`config.mk`:
```
export PLATFORM = sky130hd
export DESIGN_NAME = pipe_ctrl
export DESIGN_NICKNAME = d
export VERILOG_FILES = /design/src/rtl/pipe_ctrl_pkg.sv /design/src/rtl/div_wait_ctr.sv /design/src/rtl/pipe_ctrl.sv
export SDC_FILE = /design/constraint.sdc
export NUM_CORES = 1
export LEC_CHECK = 0
export BUFFER_PORTS_ARGS = -buffer_cell sky130_fd_sc_hd__buf_2
export CAP_MARGIN = 40
export CORE_MARGIN = 1.5
export CORE_UTILIZATION = 45
export CTS_BUF_LIST = sky130_fd_sc_hd__clkbuf_16
export DETAILED_ROUTE_END_ITERATION = 8
export PLACE_DENSITY = 0.84
export SYNTH_ARGS = -nofsm -noshare
export SYNTH_HDL_FRONTEND = slang
export SYNTH_SLANG_ARGS = --single-unit
```
`constraint.sdc`:
```
create_clock -name clk -period 3.15 [get_ports clk]
set_clock_uncertainty 0.2 [all_clocks]
set_input_delay 0.63 -clock clk [delete_from_list [all_inputs] [get_ports clk]]
set_output_delay 0.63 -clock clk [all_outputs]
set_load 0.05 [all_outputs]
```
`src/rtl/pipe_ctrl_pkg.sv`:
```
// Shared constants for the pipeline hazard/control unit.
package pipe_ctrl_pkg;

    // Default number of cycles E is held for a div/divu, start cycle included.
    localparam int DIV_CYCLES_DEF = 33;

    // Width of the divide-wait down-counter (covers DIV_CYCLES up to 63).
    localparam int DIV_CNT_W = 6;

endpackage : pipe_ctrl_pkg

```
`src/rtl/div_wait_ctr.sv`:
```
// Divide-wait counter: holds E for DIV_CYCLES cycles after a qualified start,
// then raises a done latch that keeps a still-frozen divide from restarting.
module div_wait_ctr
    import pipe_ctrl_pkg::*;
#(
    parameter int DIV_CYCLES = DIV_CYCLES_DEF
) (
    input  logic clk,
    input  logic rst,        // asynchronous, active-low
    input  logic start_i,    // divide request already qualified by done/abort
    input  logic release_i,  // E advances this cycle (stallE low)
    input  logic abort_i,    // exception in M kills any divide wait
    output logic busy_o,
    output logic done_o
);

    localparam logic [DIV_CNT_W-1:0] CNT_LOAD = DIV_CNT_W'(DIV_CYCLES - 1);
    localparam logic [DIV_CNT_W-1:0] CNT_ONE  = DIV_CNT_W'(1);
    localparam logic [DIV_CNT_W-1:0] CNT_ZERO = '0;

    logic [DIV_CNT_W-1:0] cnt_q, cnt_d;
    logic                 done_q, done_d;
    logic                 idle;
    logic                 start_go;

    assign idle     = (cnt_q == CNT_ZERO);
    assign start_go = start_i & idle & ~abort_i;
    assign busy_o   = ~idle | start_go;
    assign done_o   = done_q;

    // Next-state: abort beats everything, then load on start, else count down.
    always_comb begin
        cnt_d  = cnt_q;
        done_d = done_q;
        if (abort_i) begin
            cnt_d  = CNT_ZERO;
            done_d = 1'b0;
        end else begin
            if (start_go) begin
                cnt_d = CNT_LOAD;
            end else if (!idle) begin
                cnt_d = cnt_q - CNT_ONE;
            end
            // Latch completion on the 1->0 step; drop it once E moves on.
            if (cnt_q == CNT_ONE) begin
                done_d = 1'b1;
            end else if (release_i) begin
                done_d = 1'b0;
            end
        end
    end

    // State registers with asynchronous active-low clear.
    always_ff @(posedge clk or negedge rst) begin
        if (!rst) begin
            cnt_q  <= CNT_ZERO;
            done_q <= 1'b0;
        end else begin
            cnt_q  <= cnt_d;
            done_q <= done_d;
        end
    end

endmodule : div_wait_ctr

```
`src/rtl/pipe_ctrl.sv`:
```
// Hazard and control unit for the five-stage core: derives per-stage stall and
// flush controls from cache stalls, load-use, divide wait and exceptions.
module pipe_ctrl
    import pipe_ctrl_pkg::*;
#(
    parameter int DIV_CYCLES = DIV_CYCLES_DEF
) (
    input  logic       clk,
    input  logic       rst,              // asynchronous, active-low
    input  logic       i_stall,
    input  logic       d_stall,
    input  logic       mem_to_regE,
    input  logic [4:0] writeregE,
    input  logic [4:0] rsD,
    input  logic [4:0] rtD,
    input  logic       use_rsD,
    input  logic       use_rtD,
    input  logic       branch_mispredE,
    input  logic       div_startE,
    input  logic       exceptM,
    output logic       stallF,
    output logic       stallD,
    output logic       stallE,
    output logic       stallM,
    output logic       stallW,
    output logic       flushD,
    output logic       flushE,
    output logic       flushM,
    output logic       flushW,
    output logic       div_busy,
    output logic       longest_stall,
    output logic       redirect_pending
);

    logic freeze;
    logic lu;
    logic div_done;
    logic div_start_req;
    logic redirect_q, redirect_d;

    assign freeze = i_stall | d_stall;

    assign lu = mem_to_regE & (writeregE != 5'd0) &
                ((use_rsD & (rsD == writeregE)) | (use_rtD & (rtD == writeregE)));

    // A divide still sitting in E after completing must not start again.
    assign div_start_req = div_startE & ~div_done & ~exceptM;

    div_wait_ctr #(
        .DIV_CYCLES (DIV_CYCLES)
    ) u_div_wait (
        .clk       (clk),
        .rst       (rst),
        .start_i   (div_start_req),
        .release_i (~stallE),
        .abort_i   (exceptM),
        .busy_o    (div_busy),
        .done_o    (div_done)
    );

    assign stallW = freeze;
    assign stallM = freeze;
    assign stallE = freeze | div_busy;
    assign stallD = stallE | lu;
    assign stallF = stallD;

    assign flushW = exceptM;
    assign flushM = exceptM | (div_busy & ~freeze);
    assign flushE = exceptM | (lu & ~stallE);
    assign flushD = exceptM | (branch_mispredE & ~stallE);

    assign longest_stall = freeze | div_busy;

    // Redirect owed to fetch: set while fetch is stalled at exception time,
    // held until fetch is free for one cycle.
    always_comb begin
        redirect_d = redirect_q;
        if (exceptM & i_stall) begin
            redirect_d = 1'b1;
        end else if (!i_stall) begin
            redirect_d = 1'b0;
        end
    end

    assign redirect_pending = redirect_q | (exceptM & i_stall);

    // Sticky redirect flag with asynchronous active-low clear.
    always_ff @(posedge clk or negedge rst) begin
        if (!rst) begin
            redirect_q <= 1'b0;
        end else begin
            redirect_q <= redirect_d;
        end
    end

endmodule : pipe_ctrl
```
-- After elaboration in Yosys (flattened, before gate mapping)
Cells that the tools add are included.
W data, S select, Z words.
- output and inout port bits: 12
- input port bits: 25
- word-level logic and storage cells: 46
- flip-flop bits (word level): 8
- add/subtract/negate cells: 1
- equality and inequality tests: 6
- mux-type cells: 8
- bitwise gates (word level): 26
- reduce and logical (&&, ||, !) cells: 2
- operator list (operator ; count):
    $mux W6 ; 3
    $and A1 B1 Y1 ; 12
    $eq A5 B5 Y1 ; 2
    $or A1 B1 Y1 ; 9
    $eq A6 B1 Y1 const B ; 1
    $logic_not A6 Y1 ; 1
    $sub A6 B1 Y6 const B ; 1
    $mux W1 ; 5
    $not A1 Y1 ; 5
    $reduce_bool A5 Y1 ; 1
    $ne A3 B2 Y1 const B ; 1
    $ne A3 B3 Y1 const B ; 1
    $ne A2 B1 Y1 const B ; 1

-- Depth between registers and ports, before layout
- depth in word-level cells: 10
- mapped depth: 9
- mapped depth without buffers: 8

-- By module
From an unflattened synthesis, not the netlist that was laid out.
- cells, all modules: 72
- area total of the unflattened synthesis: 665.6 sq um
- by module, submodules not included (module ; instances ; sequential area each (sq um) ; cells an instance ; area each (sq um)):
    div_wait_ctr ; 1 ; 175.2 ; 38 ; 396.6
    pipe_ctrl ; 1 ; 25.0 ; 34 ; 269.0

-- Worst setup path after synthesis
Ideal clock, no wire load.
- path type: input -> output
- start: input port writeregE[4]
- end: output port stallF
- arrival: 2735 ps
- buffers on the path: 1
- slack: -415 ps
- data required time: 2320 ps
- stages on the path: 5
- path through: xor2_1 -> nor4_1 -> a32oi_1 -> o21ai_0 -> buf_4
- longest elaborated chain between the ends: 5
- elaborated cells on any way between the ends: 9
- those cells by class: 2 x eq/ne; 6 x bitwise; 1 x reduce/logical
- ends and longest elaborated chain (what ; RTL line ; text):
    start: declaration ; pipe_ctrl.sv:13 ; input logic [4:0] writeregE,
    $eq A5 B5 Y1 ; pipe_ctrl.sv:44 ; ((use_rsD & (rsD == writeregE)) | (use_rtD & (rtD == writeregE)));
    $and A1 B1 Y1 ; pipe_ctrl.sv:44 ;
    $or A1 B1 Y1 ; pipe_ctrl.sv:44 ;
    $and A1 B1 Y1 (*) ; pipe_ctrl.sv:43 ; assign lu = mem_to_regE & (writeregE != 5'd0) &
    $or A1 B1 Y1 (*) ; pipe_ctrl.sv:64 ; assign stallD = stallE | lu;
    end: declaration ; pipe_ctrl.sv:21 ; output logic stallF,
Every way passes the cells marked *; elsewhere a longest branch is shown, timed or not.

-- Worst setup path in the final report
- start: register u_div_wait.cnt_q[0]
- end: output port flushE
- longest elaborated chain between the ends: 8
- elaborated cells on any way between the ends: 9
- those cells by class: 8 x bitwise; 1 x reduce/logical
- ends and longest elaborated chain (what ; RTL line ; text):
    start: declaration ; div_wait_ctr.sv:21 ; logic [DIV_CNT_W-1:0] cnt_q, cnt_d;
    start signal: assignment ; div_wait_ctr.sv:59 ; cnt_q <= cnt_d;
    $logic_not A6 Y1 (*) ; div_wait_ctr.sv:26 ; assign idle = (cnt_q == CNT_ZERO);
    $and A1 B1 Y1 (2 in series) ; div_wait_ctr.sv:27 ; assign start_go = start_i & idle & ~abort_i;
    $or A1 B1 Y1 (*) ; div_wait_ctr.sv:28 ; assign busy_o = ~idle | start_go;
    $or A1 B1 Y1 (*) ; pipe_ctrl.sv:63 ; assign stallE = freeze | div_busy;
    $not A1 Y1 (*) ; pipe_ctrl.sv:69 ; assign flushE = exceptM | (lu & ~stallE);
    $and A1 B1 Y1 (*) ; pipe_ctrl.sv:69 ;
    $or A1 B1 Y1 (*) ; pipe_ctrl.sv:69 ;
    end: declaration ; pipe_ctrl.sv:27 ; output logic flushE,
Marked as above.

==> impl_metrics.json <==
{
  "number_of_nets_in_the_layout": 138,
  "grt_pass1_wl_microns": 2300,
  "fin_util_pct": 67.2,
  "critical_path.max_stage_delay_ns": 0.42,
  "detailed_place_hpwl_microns": 1210,
  "internal-power_w": 0.000437,
  "number_of_vias_in_the_routed_layout": 645,
  "grt_setup_unrepaired": "false",
  "setup_violations": 0,
  "max_slew_margin_pct": 80.7,
  "htree_levels": 1,
  "clk_transition_reported_paths_ns": 0.04,
  "cpMaxStageDelayCell": "sky130_fd_sc_hd__dfrtp_1",
  "crit_required_ns": 2.32,
  "totalWireLength_microns": 1460,
  "die_height_microns": 41.8,
  "cts-root-buf": "sky130_fd_sc_hd__clkbuf_16",
  "timing_hold_violations_final": 0,
  "worstSetupEndpointType": "output pin",
  "gr-usage-met2_pct": 30.3,
  "layout-area-overhead-vs-synth_pct": 34.0,
  "ant_nets": 0,
  "synthMostInstantiatedCell": "sky130_fd_sc_hd__xor2_1",
  "globalRoute.busiestLayer": "met2",
  "synth_async_sr_flop_share_pct": 100,
  "num_rows": 13,
  "fmaxAchievable_ghz": 0.335,
  "layout_min_cycle_time_ns": 2.98,
  "floorplan.io_pins": 37,
  "later_pin_clock_latency_in_the_skew_report_ns": 0.23,
  "synth.top_cell.area_share_pct": 29.6,
  "cpLargestDelayFamily": "buffers and inverters",
  "power_per_cell_area_mw_per_mm2": 823,
  "drtPass1Iterations": 4,
  "post_synthesis_register_bit_count": 8,
  "route.detailed.wl_per_inst_microns": 11.9,
  "path_class": "reg2out",
  "yosysSeqAreaShare_pct": 29.6,
  "switching_share_pct": 41.5,
  "numPortBuffers": 36,
  "worst-r2r-setup-slack_ns": 1.19,
  "vias_in_the_first_global_route": 570,
  "gp_congestion": 0.785,
  "drv_cap": 0,
  "die_x_microns": 41.8,
  "series_of_cell_instances_along_the_critical_path": "inv_1 > ha_1 > nor2b_1 > and2_2 > o211a_4 > inv_2 > o31ai_2 > buf_2",
  "sequential_cell_area_sq_um": 200,
  "global_route.usage.met3_pct": 6.52,
  "combinational_cell_fraction_of_total_power_pct": 48.3,
  "antenna_found_initial": 0,
  "multiInputGateArea_sq_um": 407,
  "antenna_cell_count": 0,
  "start_kind": "flip-flop",
  "ff2ff_path_depth": 8,
  "p_sw_w": 0.000310,
  "result_of_the_run": "completed",
  "grt_util_met1_pct": 19.3,
  "synth_enable_flop_cells": 0,
  "ys.warnings.count": 0,
  "core_area_sq_mm": 0.00135,
  "critical_path_buf_inv_count": 3,
  "detail_route.drc_violations": 0,
  "synth_cell_type_count": 31,
  "grt_overflow": 0,
  "holdCritPathClass": "in2async",
  "worst_margin_pin_slew_ns": 0.287,
  "synth_largest_area_cell": "sky130_fd_sc_hd__dfrtp_1",
  "power.sequential.fraction_pct": 23.8,
  "mappedNetlistNets": 103,
  "clk_path_buf_depth": 2,
  "cp_data_arrival_time_ns": 2.15,
  "synthesis.area_per_instance_sq_um": 9.03,
  "yosys-top-cells-count": "sky130_fd_sc_hd__xor2_1, sky130_fd_sc_hd__dfrtp_1, sky130_fd_sc_hd__inv_1",
  "synth_area_leaders": "sky130_fd_sc_hd__dfrtp_1, sky130_fd_sc_hd__xor2_1, sky130_fd_sc_hd__ha_1",
  "power_frac_clock_pct": 27.9,
  "syn-instance-count": 75,
  "layout-drive-gt1-share_pct": 41.7,
  "numCtsBuffers": 3,
  "tritoncts": "yes",
  "grt.total_usage_pct": 17.4,
  "cts.sink_count": 8,
  "timing.critical_path.fanout_max": 9,
  "leakagePower_nw": 0.448,
  "grt_max_degree": 15,
  "r2r_end": "u_div_wait.done_o$_DFFE_PN0P_",
  "routed_via_density": 5.24,
  "yosys_most_used_dff": "sky130_fd_sc_hd__dfrtp_1",
  "die_area_sq_mm": 0.00175,
  "r2r_start": "u_div_wait.cnt_q[0]$_DFFE_PN0P_",
  "finalMaxSlewViolations": 0,
  "max-vdd-ir-drop_mv": 0.498,
  "fillerInstances": 118,
  "post_cts.repair.setup_buffers": 0,
  "initial_utilization_pct": 50.1,
  "drt_iter0_markers": 4,
  "layout_worst_path_cycle_share_pct": 94.7,
  "netlist_area_sq_um": 677,
  "setup-tns-final_ns": 0
}
-- worst max path at each step --
stage	from	end	slack [ns]	depth (start not counted)
2_1_floorplan	writeregE[4]	stallF	0.02	5
3_3_place_gp	u_div_wait.cnt_q[0]$_DFFE_PN0P_	flushE	0.41	8
3_5_place_dp	u_div_wait.cnt_q[0]$_DFFE_PN0P_	flushE	0.33	8
4_1_cts	u_div_wait.cnt_q[0]$_DFFE_PN0P_	flushE	0.05	8
5_1_grt	u_div_wait.cnt_q[0]$_DFFE_PN0P_	flushE	0.02	8
6_report	u_div_wait.cnt_q[0]$_DFFE_PN0P_	flushE	0.17	8
-- through the flow --
step	total power (W)	area (sq um)	cells	worst slack, ns	hold slack [ns]
after floorplan	0.000475	677	75	0.0234	0.134
after global placement	0.000525	831	120	0.406	0.262
after detailed placement	0.000533	831	120	0.332	0.277
after CTS	0.000750	906	123	0.0547	0.0352
after global routing	0.000801	907	123	0.0190	0.0482
final	0.000747	907	123	0.168	0.0312
-- sequential cells by signal, indices dropped and copies added, names as in the netlist --
register / flops
u_div_wait.cnt_q: 6
redirect_q: 1
u_div_wait.done_o: 1
-- cell type report --
| type | count | share of cell area, % |
|---|---|---|
| Clock buffer | 3 | 8.28 |
| Inverter | 7 | 2.90 |
| Multi-Input combinational cell | 54 | 44.8 |
| Sequential cell | 8 | 22.1 |
| Tap cell | 15 | 2.07 |
| Timing Repair Buffer | 36 | 19.9 |
-- cell families after synthesis --
logic type                 synth area share (%)
and+or+nand+nor                            18.3
AOI/OAI and AO/OA                          19.2
xor gates and xnor gates                   16.8
buffers and inverters                      10.5
DFF                                        29.6
adders and majority gates                  5.55
-- layer usage --
metal / vias to the layer above / wire [microns]
met3: 0 / 91
met1: 297 / 627
met5: - / 0
li1: 322 / -
met4: 0 / 0
met2: 26 / 744
-- power by group through the flow --
stage	clock network (W)	registers (W)	logic (W)
6_report	0.000208	0.000178	0.000361
5_1_grt	0.000221	0.000182	0.000398
4_1_cts	0.000212	0.000177	0.000361
3_5_place_dp	0	0.000177	0.000356
3_3_place_gp	0	0.000173	0.000352
2_1_floorplan	0	0.000168	0.000308
-- cells in the final DEF, fill, tap and decap left out, types with 2 or more instances in the layout --
master	n
sky130_fd_sc_hd__nand2_1	2
sky130_fd_sc_hd__xor2_1	9
sky130_fd_sc_hd__ha_1	3
sky130_fd_sc_hd__nor4_1	2
sky130_fd_sc_hd__clkbuf_16	3
sky130_fd_sc_hd__nor3_1	4
sky130_fd_sc_hd__a21o_1	2
sky130_fd_sc_hd__buf_2	36
sky130_fd_sc_hd__inv_1	6
sky130_fd_sc_hd__a21oi_1	2
sky130_fd_sc_hd__a32oi_1	2
sky130_fd_sc_hd__dfrtp_1	8
sky130_fd_sc_hd__o21ai_0	4
sky130_fd_sc_hd__nor2_1	4
sky130_fd_sc_hd__xnor2_1	4
-- timing repair --
item | CTS | global route
hold buffers | 0 | 0
endpoints found under the setup margin | 0 | 1
resized for setup | 0 | 1
Power figures use the tool's default switching activity.
